### config.mk
export PLATFORM = sky130hd
export DESIGN_NAME = ifetch
export DESIGN_NICKNAME = d
export VERILOG_FILES = /design/src/rtl/cpu_pkg.sv /design/src/rtl/fetch_fifo.sv /design/src/rtl/ifetch.sv
export SDC_FILE = /design/constraint.sdc
export NUM_CORES = 1
export LEC_CHECK = 0
export ABC_AREA = 1
export CELL_PAD_IN_SITES_DETAIL_PLACEMENT = 1
export CELL_PAD_IN_SITES_GLOBAL_PLACEMENT = 1
export CORE_ASPECT_RATIO = 0.75
export CORE_MARGIN = 2
export CORE_UTILIZATION = 35
export CTS_CLUSTER_DIAMETER = 30
export CTS_CLUSTER_SIZE = 14
export DETAILED_ROUTE_END_ITERATION = 7
export PLACE_DENSITY = 0.67
export SLEW_MARGIN = 20
export SYNTH_ARGS = -nofsm -noshare
export SYNTH_HDL_FRONTEND = slang
export SYNTH_SLANG_ARGS = --single-unit
### constraint.sdc
create_clock -name clk -period 12.6 [get_ports clk]
set_input_delay 2.52 -clock clk [delete_from_list [all_inputs] [get_ports clk]]
set_output_delay 2.52 -clock clk [all_outputs]
set_load 0.005 [all_outputs]
### src/rtl/cpu_pkg.sv
// ============================================================================
//  Module      : cpu_pkg
//  Description : Shared CPU widths, PC increment and instruction field positions.
//  Revision    : 1.0 - initial release
// ============================================================================
`default_nettype none

package cpu_pkg;

    localparam int PC_W   = 32;
    localparam int INST_W = 32;

    // Word addressing: consecutive instructions differ by one.
    localparam logic [PC_W-1:0] PC_INC = PC_W'(1);

    localparam int OP_MSB = 31;
    localparam int OP_LSB = 28;
    localparam int RD_MSB = 27;
    localparam int RD_LSB = 22;
    localparam int RS_MSB = 21;
    localparam int RS_LSB = 16;
    localparam int RT_MSB = 15;
    localparam int RT_LSB = 10;

    typedef struct packed {
        logic [PC_W-1:0]   pc;
        logic [INST_W-1:0] inst;
    } fetch_entry_t;

endpackage

`default_nettype wire

### src/rtl/fetch_fifo.sv
// ============================================================================
//  Module      : fetch_fifo
//  Description : Synchronous FIFO with flush, occupancy count and head output.
//  Revision    : 1.0 - initial release
// ============================================================================
`default_nettype none

module fetch_fifo #(
    parameter int DEPTH = 2,
    parameter int WIDTH = 64
) (
    input  logic                     clk,
    input  logic                     rst_n,
    input  logic                     flush,
    input  logic                     push,
    input  logic [WIDTH-1:0]         din,
    input  logic                     pop,
    output logic [WIDTH-1:0]         head,
    output logic [$clog2(DEPTH):0]   count
);

    localparam int AW = $clog2(DEPTH);
    localparam int CW = AW + 1;

    logic [WIDTH-1:0] mem [DEPTH];
    logic [AW-1:0]    wr_ptr;
    logic [AW-1:0]    rd_ptr;
    logic             empty;
    logic             full;
    logic             do_push;
    logic             do_pop;

    assign empty   = (count == '0);
    assign full    = (count == CW'(DEPTH));
    assign do_pop  = pop & ~empty;
    // A push into a full FIFO is accepted only when the head leaves in the same cycle.
    assign do_push = push & (~full | do_pop);

    always_ff @(posedge clk) begin
        if (!rst_n || flush) begin
            wr_ptr <= '0;
            rd_ptr <= '0;
            count  <= '0;
        end else begin
            if (do_push) wr_ptr <= wr_ptr + AW'(1);
            if (do_pop)  rd_ptr <= rd_ptr + AW'(1);
            count <= count + CW'(do_push) - CW'(do_pop);
        end
    end

    always_ff @(posedge clk) begin
        if (do_push && !flush) mem[wr_ptr] <= din;
    end

    // Head reads as zero when empty so downstream never sees stale words.
    assign head = empty ? '0 : mem[rd_ptr];

endmodule

`default_nettype wire

### src/rtl/ifetch.sv
// ============================================================================
//  Module      : ifetch
//  Description : Instruction fetch: PC, credit-limited imem requests, return FIFO.
//  Revision    : 1.0 - initial release
// ============================================================================
`default_nettype none

module ifetch
    import cpu_pkg::*;
#(
    parameter logic [31:0] RESET_PC = 32'h0,
    parameter int          DEPTH    = 2
) (
    input  logic              clk,
    input  logic              rst_n,
    output logic              imem_req,
    output logic [PC_W-1:0]   imem_addr,
    input  logic              imem_ready,
    input  logic              imem_rvalid,
    input  logic [INST_W-1:0] imem_rdata,
    input  logic              redirect,
    input  logic [PC_W-1:0]   redirect_pc,
    input  logic              id_stall,
    output logic              if_valid,
    output logic [INST_W-1:0] if_inst,
    output logic [PC_W-1:0]   if_pc
);

    localparam int              CW  = $clog2(DEPTH) + 1;
    localparam logic [CW:0]     CAP = (CW+1)'(DEPTH);

    logic [PC_W-1:0]   pc;
    logic [CW-1:0]     drop_cnt;
    logic [CW-1:0]     outstanding;
    logic [CW-1:0]     fifo_count;
    logic [PC_W-1:0]   inflight_pc;
    logic [CW:0]       credit_used;
    logic              pop;
    logic              accept;
    logic              keep_return;
    fetch_entry_t      push_entry;
    fetch_entry_t      head_entry;

    assign pop         = if_valid & ~id_stall;
    // Outstanding includes returns still to be dropped, so issue stays conservative.
    assign credit_used = {1'b0, fifo_count} + {1'b0, outstanding} - (CW+1)'(pop);
    assign imem_req    = rst_n & ~redirect & (credit_used < CAP);
    assign imem_addr   = pc;
    assign accept      = imem_req & imem_ready;
    assign keep_return = imem_rvalid & (drop_cnt == '0) & ~redirect;

    assign push_entry.pc   = inflight_pc;
    assign push_entry.inst = imem_rdata;

    // Every return pops the PC queue, kept or dropped, so its count tracks outstanding.
    fetch_fifo #(
        .DEPTH (DEPTH),
        .WIDTH (PC_W)
    ) u_pc_queue (
        .clk   (clk),
        .rst_n (rst_n),
        .flush (1'b0),
        .push  (accept),
        .din   (pc),
        .pop   (imem_rvalid),
        .head  (inflight_pc),
        .count (outstanding)
    );

    fetch_fifo #(
        .DEPTH (DEPTH),
        .WIDTH ($bits(fetch_entry_t))
    ) u_inst_fifo (
        .clk   (clk),
        .rst_n (rst_n),
        .flush (redirect),
        .push  (keep_return),
        .din   (push_entry),
        .pop   (pop),
        .head  (head_entry),
        .count (fifo_count)
    );

    always_ff @(posedge clk) begin
        if (!rst_n) begin
            pc       <= RESET_PC;
            drop_cnt <= '0;
        end else if (redirect) begin
            pc       <= redirect_pc;
            drop_cnt <= outstanding - CW'(imem_rvalid);
        end else begin
            if (accept) pc <= pc + PC_INC;
            if (imem_rvalid && drop_cnt != '0) drop_cnt <= drop_cnt - CW'(1);
        end
    end

    assign if_valid = (fifo_count != '0);
    assign if_inst  = head_entry.inst;
    assign if_pc    = head_entry.pc;

    a_no_spurious_return: assert property (
        @(posedge clk) disable iff (!rst_n) imem_rvalid |-> (outstanding != '0)
    );

endmodule

`default_nettype wire
==> run summary, run 1 <==
SETUP PATH
---------------------------------------------------------------------------------------
Slack of the worst reg-to-reg path .......................................      9170 ps
Highest net fanout along the worst path ..................................            3
CP Data Arrival Time .....................................................      4890 ps
FF-to-FF Start ........................................................... u_inst_fifo.count[1]
Launching element type of the critical path ..............................    input pin
Worst r2r dst ............................................................ u_pc_queue.mem[1][24]
Type of element capturing the critical path ..............................  output port
Critical path start-end classification ................................... input pin to output port
Worst setup path startpoint ..............................................     id_stall
Req. time, crit path .....................................................     10080 ps
Length in cells of the worst reg-to-reg path .............................           15

LAYOUT
---------------------------------------------------------------------------------------
Count of antenna diodes in the layout ....................................            0
Area growth from synthesis to layout .....................................        36.0%
Final-layout fill cell count .............................................         3125
Count of nets after finishing ............................................         1284
Share of layout cells above drive strength 1 .............................       0.0924

STA
---------------------------------------------------------------------------------------
Total Neg Setup Slack ....................................................         0 ps
Relative max-transition margin ...........................................        0.296
Count of final hold-check violations .....................................            0
Share of the clock period used by the worst path .........................        0.588
Shortest period the worst path allows ....................................      7410 ps
Hold slack ...............................................................       489 ps
Actual transition at the worst max-transition pin ........................      1060 ps
Worst clock skew .........................................................      15.1 ps
Unrepaired setup endpoints after global routing ..........................        false
Max Transition Viols Final ...............................................            0
Final setup violating endpoints ..........................................            0
Achievable clock frequency ...............................................      135 MHz

POWER AND IR DROP
---------------------------------------------------------------------------------------
Power density over the cells .............................................  179 mW/mm^2
Worst voltage drop across the vdd grid ...................................  0.0000848 V
Leakage power ............................................................      5.09 nW

LOGIC SYNTHESIS
---------------------------------------------------------------------------------------
Flops & latches, synth ...................................................          236
Total standard cell area after synthesis ................................. 0.0101 sq mm
Count of unique library cells instantiated by Yosys ......................           34
Leading area contributor after synthesis ................................. sky130_fd_sc_hd__edfxtp_1
Syn. warnings ............................................................            0
Biggest area contributors in the synthesized netlist ..................... sky130_fd_sc_hd__edfxtp_1 (57%), sky130_fd_sc_hd__nand2_1 (13%), sky130_fd_sc_hd__dfxtp_1 (8.7%), sky130_fd_sc_hd__a21oi_1 (6.3%), sky130_fd_sc_hd__nand3_1 (3.1%)
Number of flops mapped to enable cells by yosys ..........................          192
Share of Yosys cell area claimed by the top area cell type ...............        0.570
Post-Synthesis Net Count .................................................         1098
Mapped Avg Cell Area .....................................................   9.93 sq um
Share of synthesized area occupied by flip-flops and latches .............        0.657
Cells after synthesis ....................................................         1019
Async set-or-reset flop fraction in the synthesized netlist ..............            0
Flip-flop cell with the highest count after synthesis .................... sky130_fd_sc_hd__edfxtp_1

ROUTING
---------------------------------------------------------------------------------------
First drt pass iteration count ...........................................            4
Count of unresolved DRC violations after routing .........................            0
Via count normalized by instance count ...................................         4.82
Routed wire length .......................................................     29000 um
Number of violations reported at the end of detailed-routing iteration 0 .          336
Final antenna-violating net count ........................................            0
Average routed wire per standard cell ....................................      17.8 um
Total via count after detailed routing ...................................         7858

CLOCK TREE
---------------------------------------------------------------------------------------
Total of hold buffers inserted after clock tree synthesis ................            0
TritonCTS buffer count ...................................................           50
Level count of the clock H-tree ..........................................            2
Maximum clock insertion buffer count .....................................            3
Number of sinks handled by clock tree synthesis ..........................          236
CTS clk-pin slew, worst paths ............................................        50 ps
CTS tree .................................................................        built
Total setup buffers inserted after CTS ...................................            0
Resized cells post-CTS ...................................................            0
Clock latency on the worst-skew pair .....................................       540 ps
CTS Root Buffer Type ..................................................... sky130_fd_sc_hd__clkbuf_16

HOLD PATH
---------------------------------------------------------------------------------------
Worst hold path class .................................................... flip-flop to flip-flop
Hold Path Cell Cnt .......................................................            1
Worst min-delay path startpoint .......................................... u_pc_queue.rd_ptr

GRT
---------------------------------------------------------------------------------------
Global route overflow ....................................................            0
Largest net degree at the start of global routing ........................           66
Via count of the first global-routing pass ...............................         8022
Wire length of the first global-routing pass .............................     45200 um
Total routing resource utilization after global routing ..................        0.192
Number of antenna violations at the first check in global routing ........            0

STATUS
---------------------------------------------------------------------------------------
Status ...................................................................    completed

DIE
---------------------------------------------------------------------------------------
Initial cell density of the core .........................................        0.358
Ports placed on the boundary .............................................          168
Full die area ............................................................ 0.0303 sq mm
Horizontal die dimension .................................................       200 um
Floorplan core area ...................................................... 0.0282 sq mm
Floorplan die height .....................................................       151 um
Std-Cell Rows ............................................................           53

FLOW RUN
---------------------------------------------------------------------------------------
Count of max-cap constraint violations ...................................            0

PLACED DESIGN
---------------------------------------------------------------------------------------
Quantity of I/O buffers inserted on ports ................................          167
RD Place Congestion ......................................................        0.759
Sum of net half-perimeters after detailed placement ......................     18300 um

## power breakdown
| group | switching [mW] | leakage [nW] | total, mW | internal (mW) |
|---|---|---|---|---|
| combinational | 0.194 | 2.19 | 0.304 | 0.111 |
| clock | 0.406 | 0.765 | 1.20 | 0.789 |
| sequential | 0.0365 | 2.14 | 0.962 | 0.925 |
## sequential cells by signal, indices dropped and copies added, names as in the netlist, 2 cells and up, named ones only
register	cells
u_pc_queue.count	2
imem_addr	32
drop_cnt	2
u_inst_fifo.count	2
u_inst_fifo.mem	128
u_pc_queue.mem	64
## final cells by class
type / instances / area (sq um) / area share
clock buffer: 58 / 1290 / 0.0938
sequential: 236 / 6650 / 0.483
tap: 385 / 482 / 0.0350
inverter: 79 / 297 / 0.0215
multi-input combinational: 661 / 3020 / 0.220
clock inverter: 34 / 277 / 0.0201
timing repair buffer: 177 / 1750 / 0.127
## synthesized netlist by cell type, types with 6 or more instances
| cell type | instances |
|---|---|
| sky130_fd_sc_hd__a21oi_1 | 128 |
| sky130_fd_sc_hd__nor2_1 | 55 |
| sky130_fd_sc_hd__dfxtp_1 | 44 |
| sky130_fd_sc_hd__buf_1 | 8 |
| sky130_fd_sc_hd__nor2_2 | 6 |
| sky130_fd_sc_hd__edfxtp_1 | 192 |
| sky130_fd_sc_hd__nand2_1 | 351 |
| sky130_fd_sc_hd__ha_1 | 8 |
| sky130_fd_sc_hd__xnor2_1 | 6 |
| sky130_fd_sc_hd__inv_1 | 74 |
| sky130_fd_sc_hd__o21ai_0 | 15 |
| sky130_fd_sc_hd__clkbuf_1 | 30 |
| sky130_fd_sc_hd__nand3_1 | 63 |
## cells in the final DEF, fill, tap and decap left out, types with 2 or more instances in the layout
cell | netlist | routed
sky130_fd_sc_hd__a22oi_1 | 2 | 2
sky130_fd_sc_hd__clkbuf_1 | 30 | 7
sky130_fd_sc_hd__clkbuf_16 | 0 | 50
sky130_fd_sc_hd__clkinvlp_4 | 0 | 6
sky130_fd_sc_hd__o21ai_0 | 15 | 15
sky130_fd_sc_hd__o21bai_1 | 4 | 4
sky130_fd_sc_hd__nor2_4 | 2 | 5
sky130_fd_sc_hd__nand3_1 | 63 | 63
sky130_fd_sc_hd__inv_2 | 4 | 4
sky130_fd_sc_hd__inv_6 | 0 | 2
sky130_fd_sc_hd__dfxtp_1 | 44 | 43
sky130_fd_sc_hd__xor2_1 | 4 | 4
sky130_fd_sc_hd__xnor2_1 | 6 | 6
sky130_fd_sc_hd__inv_1 | 74 | 74
sky130_fd_sc_hd__edfxtp_1 | 192 | 192
sky130_fd_sc_hd__buf_4 | 0 | 10
sky130_fd_sc_hd__nand2_2 | 3 | 3
sky130_fd_sc_hd__clkinv_2 | 0 | 16
sky130_fd_sc_hd__nand2_1 | 351 | 351
sky130_fd_sc_hd__nor2_1 | 55 | 50
sky130_fd_sc_hd__clkdlybuf4s50_1 | 0 | 167
sky130_fd_sc_hd__ha_1 | 8 | 8
sky130_fd_sc_hd__a21oi_1 | 128 | 128
sky130_fd_sc_hd__nor2_2 | 6 | 8
sky130_fd_sc_hd__clkinv_1 | 1 | 6
sky130_fd_sc_hd__nor3b_1 | 2 | 2
sky130_fd_sc_hd__nand4_1 | 2 | 2
sky130_fd_sc_hd__bufinv_16 | 0 | 3
## logic make-up after synthesis
kind of cell	Yosys count	share of synthesized area
XOR/XNOR	10	0.00866
flip-flops	236	0.657
AO/OA/AOI/OAI	153	0.0780
adder cells (fa/ha/maj)	9	0.0119
buffers and inverters	122	0.0471
AND/OR/NAND/NOR	489	0.197
## worst max-delay path: stages
cell                              delay (ps)
sky130_fd_sc_hd__clkdlybuf4s50_1         420
sky130_fd_sc_hd__nor2_1                  200
sky130_fd_sc_hd__ha_1                    270
sky130_fd_sc_hd__inv_1                    70
sky130_fd_sc_hd__nand2_1                  60
sky130_fd_sc_hd__fa_1                    480
sky130_fd_sc_hd__inv_1                    50
sky130_fd_sc_hd__nor2_2                  140
sky130_fd_sc_hd__nand2_2                 110
sky130_fd_sc_hd__inv_1                    80
sky130_fd_sc_hd__clkdlybuf4s50_1         490
## per-stage QoR
step / setup slack (ps) / cells / power [mW] / area, sq um / util
after global routing: 4950 / 1630 / 2.57 / 13800 / 0.487
after floorplan: 6210 / 1019 / 1.13 / 10100 / -
after CTS: 5160 / 1630 / 2.49 / 13800 / 0.487
final: 5190 / 1630 / 2.46 / 13800 / 0.487
after detailed placement: 5180 / 1538 / 1.28 / 12200 / 0.432
after global placement: 5180 / 1538 / 1.27 / 12200 / 0.432
## routing by layer
metal	vias up	track usage	routed length (um)
li1	3817	-	-
met1	3799	0.281	14600
met2	204	0.292	12600
met3	38	0.0357	1430
met4	0	0.0515	419
met5	-	0	0
## how the worst max path moves through the flow
stage / end / cells after the start
6_report: imem_req / 11
5_1_grt: imem_req / 11
4_1_cts: imem_req / 11
3_5_place_dp: imem_req / 11
3_3_place_gp: imem_req / 11
2_1_floorplan: imem_req / 9
Power figures use the tool's default switching activity.
==> inputs of run 2 (changes only) <==
- PLACE_DENSITY: 0.67 -> 0.69
- clock period: 12.6 -> 6.2 ns (I/O delays scaled with it)
==> run 2 against run 1 <==
  * First-iteration DRC count is 32% higher
  * Sequential share of layout area down 0.40 points
  * Hold slack worse by 23 ps
  * Sequential power up 100%
  * Critical endpoint unchanged
  * Die area unchanged
  * Total power increased by 110%
==> run summary, run 2 (synthesized netlist as in run 1, its figures left out) <==
LAYOUT
---------------------------------------------------------------------------------------
FF/Latch Area ............................................................ 0.00665 sq mm   unchanged
Final non-filler cell total ..............................................         1625   -0.31%
Final-layout fill cell count .............................................         3148   +0.74%
Area growth from synthesis to layout .....................................        37.2%
Largest Register ......................................................... u_inst_fifo.mem
Count of nets after finishing ............................................         1282   -0.16%
Top library cells by usage in the layout, fill and taps aside ............ sky130_fd_sc_hd__nand2_1 (351), sky130_fd_sc_hd__edfxtp_1 (192), sky130_fd_sc_hd__clkdlybuf4s50_1 (167)
Share of layout cells above drive strength 1 .............................       0.0927   +0.000372
Total non-filler cell area in the finished layout ........................ 0.0139 sq mm   +0.84%
Count of antenna diodes in the layout ....................................            0   unchanged
Total area of multi-input combinational cells ............................ 0.00302 sq mm   unchanged
Max reg flops ............................................................          128   unchanged
Most common cell after layout, fill and taps aside ....................... sky130_fd_sc_hd__nand2_1

PLACED DESIGN
---------------------------------------------------------------------------------------
Post-DP Area ............................................................. 0.0122 sq mm   unchanged
Quantity of I/O buffers inserted on ports ................................          167   unchanged
RD Place Congestion ......................................................        0.809   +6.6%
Sum of net half-perimeters after detailed placement ......................     18600 um   +1.3%
Post-Place Cells .........................................................         1538   unchanged

CLOCK TREE
---------------------------------------------------------------------------------------
TritonCTS buffer count ...................................................           48   -4.0%
Level count of the clock H-tree ..........................................            2   unchanged
Resized cells post-CTS ...................................................            0   unchanged
Clock latency on the worst-skew pair .....................................       530 ps   about the same
CTS Root Buffer Type ..................................................... sky130_fd_sc_hd__clkbuf_16
Maximum clock insertion buffer count .....................................            3   unchanged
CTS clk-pin slew, worst paths ............................................        50 ps   about the same
Number of sinks handled by clock tree synthesis ..........................          236   unchanged
Total setup buffers inserted after CTS ...................................            0   unchanged
Total of hold buffers inserted after clock tree synthesis ................            0   unchanged
CTS tree .................................................................        built

HOLD PATH
---------------------------------------------------------------------------------------
Hold Path Cell Cnt .......................................................            1   unchanged
Hold Crit Endpoint ....................................................... u_pc_queue.rd_ptr
Worst min-delay path startpoint .......................................... u_pc_queue.rd_ptr
Worst hold path class .................................................... flip-flop to flip-flop

STA
---------------------------------------------------------------------------------------
Worst clock skew .........................................................      12.7 ps   -2.42 ps
Share of the clock period used by the worst path .........................        0.791
Max Transition Viols Final ...............................................            0   unchanged
Actual transition at the worst max-transition pin ........................      1060 ps   +4.68 ps
Shortest period the worst path allows ....................................      4900 ps
Relative max-transition margin ...........................................        0.293   -0.00312
Achievable clock frequency ...............................................      204 MHz
Unrepaired setup endpoints after global routing ..........................        false
Count of final hold-check violations .....................................            0   unchanged
Total Neg Setup Slack ....................................................         0 ps   unchanged
Final setup violating endpoints ..........................................            0   unchanged

DIE
---------------------------------------------------------------------------------------
Initial cell density of the core .........................................        0.358   unchanged
Floorplan core area ...................................................... 0.0282 sq mm   unchanged
Std-Cell Rows ............................................................           53   unchanged
Floorplan die height .....................................................       151 um   unchanged
Full die area ............................................................ 0.0303 sq mm   unchanged
Ports placed on the boundary .............................................          168   unchanged
Horizontal die dimension .................................................       200 um   unchanged

SETUP PATH
---------------------------------------------------------------------------------------
Type of element capturing the critical path ..............................  output port
Req. time, crit path .....................................................      4960 ps   -5120 ps
CP Data Arrival Time .....................................................      3660 ps   -1230 ps
CP max stage delay .......................................................       490 ps   about the same
FF-to-FF Start ........................................................... u_inst_fifo.count[1]
Cell with the biggest individual delay on the critical path .............. sky130_fd_sc_hd__clkdlybuf4s50_1
Crit path top cell by count .............................................. sky130_fd_sc_hd__inv_1
Launching element type of the critical path ..............................    input pin
Worst r2r dst ............................................................ u_pc_queue.mem[1][31]
Ordered cell list for the critical path .................................. clkdlybuf4s50_1 -> nor2_1 -> ha_1 -> inv_1 -> nand2_1 -> fa_1 -> inv_1 -> nor2_2 -> nand2_2 -> inv_1 -> clkdlybuf4s50_1
Critical path start-end classification ................................... input pin to output port
Slack of the worst reg-to-reg path .......................................      2800 ps   -6370 ps
Highest net fanout along the worst path ..................................            3   unchanged
Length in cells of the worst reg-to-reg path .............................           15   unchanged

ROUTING
---------------------------------------------------------------------------------------
Number of violations reported at the end of detailed-routing iteration 0 .          443   +32%
First drt pass iteration count ...........................................            5   +1
Via count normalized by instance count ...................................         4.84   +0.46%
Average routed wire per standard cell ....................................      18.0 um   +1.3%
Count of unresolved DRC violations after routing .........................            0   unchanged
Final antenna-violating net count ........................................            0   unchanged
Routed wire length .......................................................     29200 um   +0.97%
Total via count after detailed routing ...................................         7870   +0.15%

GRT
---------------------------------------------------------------------------------------
Total routing resource utilization after global routing ..................        0.192   +0.000645
Wire length of the first global-routing pass .............................     45700 um   +1.1%
Global route overflow ....................................................            0   unchanged
Number of antenna violations at the first check in global routing ........            0   unchanged
Largest net degree at the start of global routing ........................           66   unchanged
Via count of the first global-routing pass ...............................         8155   +1.7%

POWER AND IR DROP
---------------------------------------------------------------------------------------
Worst voltage drop across the vdd grid ...................................   0.000201 V   +140%
Leakage power ............................................................      5.14 nW   +0.94%
Power density over the cells .............................................  377 mW/mm^2   +110%
Power consumption ........................................................      5.23 mW   +110%

FLOW RUN
---------------------------------------------------------------------------------------
Count of max-cap constraint violations ...................................            0   unchanged

STATUS
---------------------------------------------------------------------------------------
Status ...................................................................    completed

## run 2: cell count changes in the layout (fill, tap and decap cells not counted)
cell and delta:
sky130_fd_sc_hd__clkinv_2 -9, sky130_fd_sc_hd__clkinv_8 -1, sky130_fd_sc_hd__inv_6 +5, sky130_fd_sc_hd__clkinvlp_4 -1
sky130_fd_sc_hd__clkbuf_8 -1, sky130_fd_sc_hd__clkbuf_1 -5, sky130_fd_sc_hd__clkinv_4 +2, sky130_fd_sc_hd__bufinv_16 +6
sky130_fd_sc_hd__clkbuf_16 -1
## run 2: final cells by class
cell class              instances  area share
clock buffers                  51      0.0889
clock inverters                36      0.0324
inverters                      79      0.0214
multi-input cells             661       0.218
flip-flops and latches        236       0.479
well taps                     385      0.0347
repair buffers                177       0.126
## run 2: worst max-delay path: cells and delay by family
kind	cells	cell delay, ps
simple gates	4	540
buf+inv	5	1130
fa+ha+maj	2	760
## run 2: how the worst max path moves through the flow
stage | start | endpoint | cells after the start
6_report | id_stall | imem_req | 11
5_1_grt | id_stall | imem_req | 11
4_1_cts | id_stall | imem_req | 11
3_5_place_dp | id_stall | imem_req | 11
3_3_place_gp | id_stall | imem_req | 11
2_1_floorplan | redirect | u_inst_fifo.mem[1][0] | 4
## run 2: where the power goes
group	leakage, nW	internal (mW)	switching, mW	total, mW
Sequential	2.14	1.88	0.0746	1.95
Combinational	2.19	0.225	0.392	0.617
Clock	0.813	1.82	0.838	2.66
## run 2: routing by layer
layer | part of all wire | global-route usage | vias up | wire length [um]
met2 | 0.44 | 0.302 | 228 | 13000
li1 | - | - | 3808 | -
met4 | 0.011 | 0.0415 | 0 | 323
met5 | 0 | 0 | - | 0
met3 | 0.058 | 0.0370 | 30 | 1690
met1 | 0.49 | 0.278 | 3804 | 14200
## run 2: through the flow
| step | worst slack (ps) | hold slack (ps) | utilization |
|---|---|---|---|
| 3_5_place_dp | 1300 | 445 | 0.432 |
| 2_1_floorplan | 1390 | 425 | - |
| 6_report | 1300 | 467 | 0.491 |
| 5_1_grt | 1170 | 486 | 0.491 |
| 4_1_cts | 1280 | 467 | 0.491 |
| 3_3_place_gp | 1330 | 442 | 0.432 |
